## src/rtl/pipe_add_stream_pkg.sv

```systemverilog
// Shared constants and stage payload type for the pipelined stream adder.
package pipe_add_stream_pkg;
  localparam int WIDTH_DEF  = 32;
  localparam int WIDTH_MIN  = 1;
  localparam int WIDTH_MAX  = 128;
  localparam int STAGES_DEF = 2;
  localparam int STAGES_MIN = 2;
  localparam int STAGES_MAX = 8;

  // Sized for the widest legal build; narrower builds leave the upper sum bits at zero.
  typedef struct packed {
    logic [WIDTH_MAX-1:0] sum;
    logic                 carry;
  } stage_pay_t;
endpackage

```

## src/rtl/pipe_add_core.sv

```systemverilog
// Combinational sum/carry; PIPE_ADD_STREAM_SAT_EN selects unsigned saturation.
module pipe_add_core
  import pipe_add_stream_pkg::*;
#(
  parameter int WIDTH = WIDTH_DEF
) (
  input  logic [WIDTH-1:0] a_i,
  input  logic [WIDTH-1:0] b_i,
  output stage_pay_t       res_o
);
  logic [WIDTH:0] sum_full;

  assign sum_full = {1'b0, a_i} + {1'b0, b_i};

  always_comb begin
    res_o       = '0;
    res_o.carry = sum_full[WIDTH];
`ifdef PIPE_ADD_STREAM_SAT_EN
    res_o.sum[WIDTH-1:0] = sum_full[WIDTH] ? {WIDTH{1'b1}} : sum_full[WIDTH-1:0];
`else
    res_o.sum[WIDTH-1:0] = sum_full[WIDTH-1:0];
`endif
  end
endmodule

```

## src/rtl/pipe_add_stream.sv

```systemverilog
// Valid/ready pipelined adder, STAGES deep, with collapsing bubbles.
// PIPE_ADD_STREAM_SAT_EN (optional) saturates the sum on overflow.
module pipe_add_stream
  import pipe_add_stream_pkg::*;
#(
  parameter int WIDTH  = WIDTH_DEF,
  parameter int STAGES = STAGES_DEF
) (
  input  logic             clk,
  input  logic             rst,
  input  logic             in_valid,
  output logic             in_ready,
  input  logic [WIDTH-1:0] a,
  input  logic [WIDTH-1:0] b,
  output logic             out_valid,
  input  logic             out_ready,
  output logic [WIDTH-1:0] c,
  output logic             carry
);
  localparam int LAST = STAGES - 1;

  if (WIDTH < WIDTH_MIN || WIDTH > WIDTH_MAX) begin : g_bad_width
    $error("pipe_add_stream: WIDTH out of range");
  end
  if (STAGES < STAGES_MIN || STAGES > STAGES_MAX) begin : g_bad_stages
    $error("pipe_add_stream: STAGES out of range");
  end

  logic [STAGES-1:0]          vld_q, vld_d, adv;
  logic [WIDTH-1:0]           a_q, b_q;
  stage_pay_t [STAGES-1:1]    pay_q;
  stage_pay_t                 core_res;
  logic                       unused_pay;

  pipe_add_core #(.WIDTH(WIDTH)) u_core (
    .a_i   (a_q),
    .b_i   (b_q),
    .res_o (core_res)
  );

  // Ready chain: a stage moves if the next one is empty or moving too.
  always_comb begin
    adv       = '0;
    adv[LAST] = vld_q[LAST] & out_ready;
    for (int k = STAGES - 2; k >= 0; k--)
      adv[k] = vld_q[k] & (~vld_q[k+1] | adv[k+1]);
  end

  assign in_ready = ~vld_q[0] | adv[0];

  always_comb begin
    vld_d = vld_q;
    if (in_ready) vld_d[0] = in_valid;
    for (int k = 1; k < STAGES; k++)
      if (~vld_q[k] | adv[k]) vld_d[k] = adv[k-1];
  end

  always_ff @(posedge clk or posedge rst) begin
    if (rst) begin
      vld_q <= '0;
      a_q   <= '0;
      b_q   <= '0;
      pay_q <= '0;
    end else begin
      vld_q <= vld_d;
      if (in_valid && in_ready) begin
        a_q <= a;
        b_q <= b;
      end
      if (adv[0]) pay_q[1] <= core_res;
      for (int k = 2; k < STAGES; k++)
        if (adv[k-1]) pay_q[k] <= pay_q[k-1];
    end
  end

  assign out_valid  = vld_q[LAST];
  assign c          = pay_q[LAST].sum[WIDTH-1:0];
  assign carry      = pay_q[LAST].carry;
  assign unused_pay = ^pay_q[LAST];
endmodule

```

## config.mk

```make
export PLATFORM = sky130hd
export DESIGN_NAME = pipe_add_stream
export DESIGN_NICKNAME = d
export VERILOG_FILES = /design/src/rtl/pipe_add_stream_pkg.sv /design/src/rtl/pipe_add_core.sv /design/src/rtl/pipe_add_stream.sv
export SDC_FILE = /design/constraint.sdc
export NUM_CORES = 1
export LEC_CHECK = 0
export ABC_CLOCK_PERIOD_IN_PS = 6100
export CORE_ASPECT_RATIO = 0.5
export CORE_MARGIN = 8
export CORE_UTILIZATION = 57
export DETAILED_ROUTE_END_ITERATION = 10
export GPL_TIMING_DRIVEN = 0
export PLACE_DENSITY = 0.86
export SYNTH_ARGS = -nofsm -noshare
export SYNTH_HDL_FRONTEND = slang
export SYNTH_SLANG_ARGS = --single-unit
```

## constraint.sdc

```tcl
create_clock -name clk -period 6.1 [get_ports clk]
set_input_delay 0.61 -clock clk [delete_from_list [all_inputs] [get_ports clk]]
set_output_delay 0.61 -clock clk [all_outputs]
set_load 0.01 [all_outputs]
```

; ---- Word-level counts from Yosys, hierarchy flattened
; Cells that the tools add are included.
[word_totals]
mem_bits_rw = 0
mem_bits_ro = 0
ff_bits = 99
latch_bits = 0
mem_count = 0
word_cells = 14
[classes]
order_cmp = 0
n_addsub = 1
bitwise_logic = 6
mux = 0
shift = 0
multipliers = 0
n_reduce_logical = 1
n_div = 0
eq_ne = 0
[op_table]
columns = operator, n
row1 = 32-bit by 32-bit adder with 33-bit output, 1
row2 = 1-bit AND, 2
row3 = 1-bit inverter, 2
row4 = 1-bit OR, 2
row5 = 1-bit logical AND, 1

; ---- Longest topological paths before layout
; Gate-level depths: netlist (run 1).
[logic_depth]
word_depth = 5
ltp_mapped = 9
mapped_depth_nobuf = 9

; ---- Modules after synthesis
; Synthesis (run 1) repeated with hierarchy kept, for this count alone.
[unflattened]
hier_cells = 585
area_unflattened_um2 = 6648.9
[modules_own_cells]
columns = mod, instances, area_each_um2, seq_area_each_um2, cells_per_inst
row1 = pipe_add_stream, 1, 4018.9, 2477.4, 212
row2 = pipe_add_core, 1, 2630.0, 0.0, 373

; ---- Least setup slack after synthesis (run 1)
; No wires, ideal clock.
[synth_path]
kind = register to register
startpoint = register a_q[16]
endpoint = register pay_q, in the netlist c[31]
arrival_time_ps = 2268
path_stages_with_launch = 9
t_required_ps = 6005
path_slack_ps = 3737
cell_sequence = dfrtp_1 -> ha_1 -> a21o_1 -> a21o_1 -> a21o_1 -> a221o_1 -> a221o_1 -> o31a_1 -> o31ai_1
[synth_between]
elab_chain_cells = 1
[synth_rtl]
columns = element, line_no
row1 = "start, declared", pipe_add_stream.sv:30  ; logic [WIDTH-1:0] a_q, b_q;
row2 = "start signal, assigned", pipe_add_stream.sv:61  ; a_q <= '0;
row3 = "start signal, assigned", pipe_add_stream.sv:67  ; a_q <= a;
row4 = 32-bit by 32-bit adder with 33-bit output, pipe_add_core.sv:13  ; assign sum_full = {1'b0, a_i} + {1'b0, b_i};
row5 = "end signal, assigned by index", pipe_add_stream.sv:72  ; if (adv[k-1]) pay_q[k] <= pay_q[k-1];
row6 = "end, declared", pipe_add_stream.sv:31  ; stage_pay_t [STAGES-1:1] pay_q;
; No other way between the ends.
; A chain may end at the register's enable or synchronous reset.

; ---- Final worst setup path (run 1)
[layout_path]
startpoint = register b_q[0]
endpoint = register pay_q, in the netlist carry
[layout_between]
elab_chain_cells = 1
[layout_rtl]
columns = element, line_no
row1 = "start, declared", pipe_add_stream.sv:30
row2 = "start signal, assigned", pipe_add_stream.sv:62  ; b_q <= '0;
row3 = "start signal, assigned", pipe_add_stream.sv:68  ; b_q <= b;
row4 = 32-bit by 32-bit adder with 33-bit output, pipe_add_core.sv:13
; No other way between the ends.

==> results.yml, run 1 <==
global_routing:
  grt_overflow: 0
  grt_max_degree: 73
  grt_pass1_vias: 4556
  grt_usage: 0.210
  antenna_found_initial: 0
  grt_first_pass_wirelength_mm: 22.4
worst_setup_path:
  crit_fanout: 3
  path_depth: 9
  r2r_cells: 9
  crit_buf_inv: 0
  worstSetupStartpointType: "register"
  cpMaxStageDelayCell: "o31ai_1"
  path_cells: "ha_1, fa_1, a21oi_1, o211ai_1, nand3_1, o31ai_1, o21ai_1, a311o_1, a21oi_1"
  crit_arrival_ns: 3.31
  crit_path_max_incr_delay_ns: 0.67
  crit_required_ns: 6.37
  end_kind: "register"
  cpMostUsedCell: "a21oi_1"
  worstSetupPathType: "reg -> reg"
  cp_top_family: "compound AO/OA/AOI/OAI gates"
min_path:
  hold_path_class: "reg -> reg"
  holdPathStages: 2
cells_and_area:
  mostFrequentLayoutCells: "102 x clkdlybuf4s50_1, 99 x dfrtp_1, 64 x mux2_2"
  final_common_cell: "clkdlybuf4s50_1"
  antenna_cells: 0
  ff_latch_area_um2: 2480
  num-fill-cells: 688
  multi_input_area_um2: 2790
  areaGrowthSynthToFinish_pct: 28.1
  fin_nets: 733
  drive_above_1_share: 0.138
yosys:
  ys_ff_latch: 99
  ys_seq_area_frac: 0.459
  yosysWarnings: 0
  synth-async-reset-ratio: 1.00
  synth_edf_count: 0
  synth.net_count: 619
  syn_area_per_cell_um2: 10.4
  synth_cells: 518
  ys_types: 52
  synth.cell_area_um2: 5400
  synthFlopType: "dfrtp_1"
timing:
  hold_ws_ns: 0.483
  grt_setup_unrepaired: "false"
  skew_ns: 0.00775
  setup_violations: 0
  fin_crit_sh: 0.498
  timing.fmax_ghz: 0.329
  fin_crit_ns: 3.04
  tns_ns: 0
  final-hold-violation-count: 0
  drv_slew: 0
  max_slew_margin: 0.500
  worst_slew_pin_slew_ns: 0.743
pwr:
  internal_power_mw: 1.70
  switchingPower_mw: 0.923
  p_sw_frac: 0.352
  ir_drop_mv: 0.190
  total_power_mw: 2.62
  pwr-share-seq: 0.351
  p_clk_frac: 0.227
  powerDensity_nw_per_um2: 380
  p_comb_frac: 0.422
  p_leak_nw: 2.97
route:
  wl_per_cell_um: 18.0
  remaining_drc_errors: 0
  num_vias: 4476
  totalWireLength_mm: 13.6
  vias_per_cell: 5.91
  drt_iter0_drc: 335
  detail-route-antenna-nets: 0
  firstDrtPassIters: 5
clock_tree:
  root_buffer: "clkbuf_16"
  postCtsSetupBuffers: 0
  cts_buffers: 9
  clock_sinks: 99
  ctsResizeCount: 0
  cts_buffer_depth: 2
  cts_max_level: 3
  cts_tree: "yes"
  clk_transition_reported_paths_ns: 0.07
  clkLatencyLatePin_ns: 0.35
  hold_buffers: 0
die:
  dieArea_um2: 13000
  die_y_um: 84.8
  coreArea_um2: 9320
  die_w_um: 154
  num_rows: 25
  start_util: 0.579
  ios: 103
place:
  hpwl_mm: 10.3
  place.port_buffers: 102
  gp_congestion: 0.887
run_status:
  status: "finished clean"
run:
  maxCapViolCount: 0
state kept, by name (all words and copies together) (netlist names):
name   count
a_q       32
carry      1
c         32
b_q       32
vld_q      2
cells in the mapped netlist (3+ instances only):
master,instances,area [µm²]
o21ai_0,40,200
mux2i_1,3,30.0
a21oi_1,34,170
nand3_1,9,45.0
nand2_1,60,225
inv_1,12,45.0
xor2_1,13,114
a21o_1,14,105
a211oi_1,4,30.0
nor3_1,6,30.0
ha_1,32,400
nor2_1,22,82.6
mux2_2,64,721
a31oi_1,5,31.3
o211ai_1,6,45.0
nand4_1,13,81.3
nor2b_1,3,18.8
dfrtp_1,99,2480
xnor2_1,10,87.6
clkbuf_1,21,78.8
a41oi_1,3,26.3
nand2b_1,4,25.0
logic make-up (layout without fill, tap and decap cells):
family | Yosys count | count (layout) | share of synthesized area
xor gates and xnor gates | 23 | 23 | 0.0373
adders and majority gates | 33 | 33 | 0.0779
AOI/OAI and AO/OA | 129 | 129 | 0.149
DFF | 99 | 99 | 0.459
buffers and inverters | 35 | 154 | 0.0243
muxes | 67 | 67 | 0.139
and+or+nand+nor | 132 | 132 | 0.113
through the flow:
stage	util	setup slack [ns]	cells	cell area, µm²
after floorplan	-	2.90	518	5400
after global placement	0.705	1.50	741	6570
after detailed placement	0.708	3.11	742	6600
after CTS	0.741	3.15	758	6910
after global routing	0.741	2.95	758	6910
final	0.741	3.06	758	6910
worst paths after layout:
check                                    from                  end  slack [ns]
setup reg to reg           b_q[0]$_DFFE_PP0P_    carry$_DFFE_PP0P_        3.06
hold / removal              c[22]$_DFFE_PP0P_    c[22]$_DFFE_PP0P_        0.48
hold reg to reg             c[22]$_DFFE_PP0P_    c[22]$_DFFE_PP0P_        0.48
setup / recovery           b_q[0]$_DFFE_PP0P_    carry$_DFFE_PP0P_        3.06
min in group asynchronous                 rst  b_q[21]$_DFFE_PP0P_        0.62
max in group asynchronous                 rst     c[7]$_DFFE_PP0P_        4.80
area by class of cell:
type,instances,area share
inverter,12,0.00688
timing repair buffer,103,0.152
clock buffer,11,0.0366
sequential,99,0.358
clock inverter,5,0.00869
buffer,23,0.0125
multi-input combinational,384,0.403
tap,121,0.0219
per-layer routing:
| layer | share of wire | wire (µm) | track usage | vias to the layer above |
|---|---|---|---|---|
| met5 | 0 | 0 | 0 | - |
| li1 | - | - | - | 2104 |
| met3 | 0.065 | 886 | 0.0461 | 13 |
| met4 | 0.0085 | 116 | 0.0477 | 0 |
| met2 | 0.49 | 6720 | 0.366 | 147 |
| met1 | 0.43 | 5910 | 0.263 | 2212 |
power by group through the flow:
stage          Sequential (mW)  Combinational, mW  Clock, mW
2_1_floorplan            0.963              0.611          0
3_3_place_gp             0.927               1.06          0
3_5_place_dp             0.935               1.09          0
4_1_cts                  0.923               1.10      0.598
5_1_grt                  0.943               1.21      0.623
6_report                 0.921               1.11      0.594
tightest hold or removal path: stages (launching register included):
cell,delay (ns)
dfrtp_1,0.34
nand2_1,0.05
o21ai_0,0.06
Power figures use the tool's default switching activity.
==> run 2: changes to the inputs <==
- ABC_CLOCK_PERIOD_IN_PS: 6100 -> 3000
- CORE_UTILIZATION: 57 -> 53
- PLACE_DENSITY: 0.86 -> 0.81
- clock period: 6.1 -> 3 ns (I/O delays scaled with it)
==> results.yml, run 2 (synthesis results as in run 1) <==
worst_setup_path:
  reg2reg_to: "carry$_DFFE_PP0P_"
  path_cells: "ha_1, fa_1, a21oi_1, o211ai_1, nand3_1, o31ai_2, o21ai_1, a311o_1, a21oi_1"
  crit_fanout: 3
  worstSetupPathType: "reg -> reg"
  cp-endpoint: "carry$_DFFE_PP0P_"
  cpMaxStageDelayCell: "o31ai_2"
  end_kind: "register"
  r2r_cells: 9
  crit_path_max_incr_delay_ns: 0.48
  crit_buf_inv: 0
  worstSetupStartpointType: "register"
  crit_required_ns: 3.27
  cp_top_family: "compound AO/OA/AOI/OAI gates"
  crit_path_start: "a_q[0]$_DFFE_PP0P_"
  crit_arrival_ns: 3.03
  cpMostUsedCell: "a21oi_1"
  timing.rr.start: "a_q[0]$_DFFE_PP0P_"
  ff2ff_setup_slack_ns: 0.24
  path_depth: 9
run:
  maxCapViolCount: 0
pwr:
  p_clk_frac: 0.234
  powerDensity_nw_per_um2: 775
  p_leak_nw: 2.98
  internal_power_mw: 3.52
  p_sw_frac: 0.347
  p_comb_frac: 0.417
  ir_drop_mv: 0.365
  switchingPower_mw: 1.87
  total_power_mw: 5.39
  pwr-share-seq: 0.349
global_routing:
  grt_max_degree: 72
  antenna_found_initial: 0
  grt_pass1_vias: 4536
  grt_usage: 0.201
  grt_overflow: 0
  grt_first_pass_wirelength_mm: 22.6
clock_tree:
  root_buffer: "clkbuf_16"
  postCtsSetupBuffers: 0
  cts_tree: "yes"
  cts_max_level: 3
  clk_transition_reported_paths_ns: 0.07
  cts_buffers: 9
  clock_sinks: 99
  cts_buffer_depth: 2
  clkLatencyLatePin_ns: 0.34
cells_and_area:
  final_cells: 777
  drive_above_1_share: 0.140
  areaGrowthSynthToFinish_pct: 28.9
  mostFrequentLayoutCells: "102 x clkdlybuf4s50_1, 99 x dfrtp_1, 64 x mux2_2"
  fin_util: 0.692
  antenna_cells: 0
  fin_nets: 733
  final_common_cell: "clkdlybuf4s50_1"
timing:
  drv_slew: 0
  fin_crit_sh: 0.919
  fin_ws_ns: 0.243
  timing.fmax_ghz: 0.363
  skew_ns: 0.00722
  setup_violations: 0
  hold_ws_ns: 0.295
  final-hold-violation-count: 0
  grt_setup_unrepaired: "false"
  fin_crit_ns: 2.76
  max_slew_margin: 0.561
  worst_slew_pin_slew_ns: 0.658
route:
  drt_iter0_drc: 346
  detail-route-antenna-nets: 0
  totalWireLength_mm: 13.5
  vias_per_cell: 5.69
  remaining_drc_errors: 0
  firstDrtPassIters: 5
  num_vias: 4424
  wl_per_cell_um: 17.4
min_path:
  hold_path_class: "in -> async"
place:
  place.port_buffers: 102
  hpwl_mm: 10.3
  gp_congestion: 0.874
  preCtsSetupSlack_ns: 0.193
  dp_cells: 761
die:
  num_rows: 26
  die_w_um: 159
  ios: 103
  dieArea_um2: 13900
  coreArea_um2: 10100
  die_y_um: 87.4
  start_util: 0.537
run_status:
  status: "finished clean"
## run 2: cell count changes in the layout (fill, tap and decap cells not counted), sizes merged
cell and delta:
bufinv +1, clkbuf -1, clkinv +1, clkinvlp -1
## run 2: metrics by stage
| step | TNS [ns] | cell area (µm²) |
|---|---|---|
| after floorplan | 0 | 5400 |
| after detailed placement | 0 | 6620 |
| final | 0 | 6950 |
| after CTS | 0 | 6950 |
| after global placement | -128.64 | 6590 |
| after global routing | 0 | 6950 |
## run 2: timing repair
item | CTS | global route
hold endpoints to repair | 0 | 0
setup endpoints to repair | 0 | 1
gates resized for setup | 0 | 1
hold buffers | 0 | 0
## run 2: per-layer routing
layer	global-route usage	vias up	wire length, µm
li1	-	2118	-
met1	0.258	2171	6120
met2	0.346	125	6610
met3	0.0396	10	643
met4	0.0489	0	121
met5	0	-	0
## run 2: area by class of cell
class	instances	area, µm²
buffer	23	86.3
timing repair buffer	103	1050
fill	749	3100
clock inverter	6	87.6
inverter	12	47.5
clock buffer	10	239
sequential	99	2480
tap	140	175
multi-input combinational	384	2790
## run 2: worst min path at each step
stage                                  from                   end  slack, ns  cells after the start
after floorplan                    in_valid  vld_q[0]$_DFFE_PP0N_       0.41                      1
after global placement    c[17]$_DFFE_PP0P_     c[17]$_DFFE_PP0P_       0.46                      2
after detailed placement  c[31]$_DFFE_PP0P_     c[31]$_DFFE_PP0P_       0.47                      2
after CTS                               rst   a_q[21]$_DFFE_PP0P_       0.31                      2
after global routing                    rst   a_q[23]$_DFFE_PP0P_       0.34                      2
final                                   rst   a_q[21]$_DFFE_PP0P_       0.29                      2
## run 2: power groups by stage
| stage | clock network (mW) | registers [mW] | logic, mW |
|---|---|---|---|
| after floorplan | 0 | 1.96 | 1.24 |
| after global placement | 0 | 1.89 | 2.16 |
| after detailed placement | 0 | 1.91 | 2.21 |
| after CTS | 1.28 | 1.89 | 2.23 |
| after global routing | 1.33 | 1.93 | 2.46 |
| final | 1.26 | 1.88 | 2.24 |
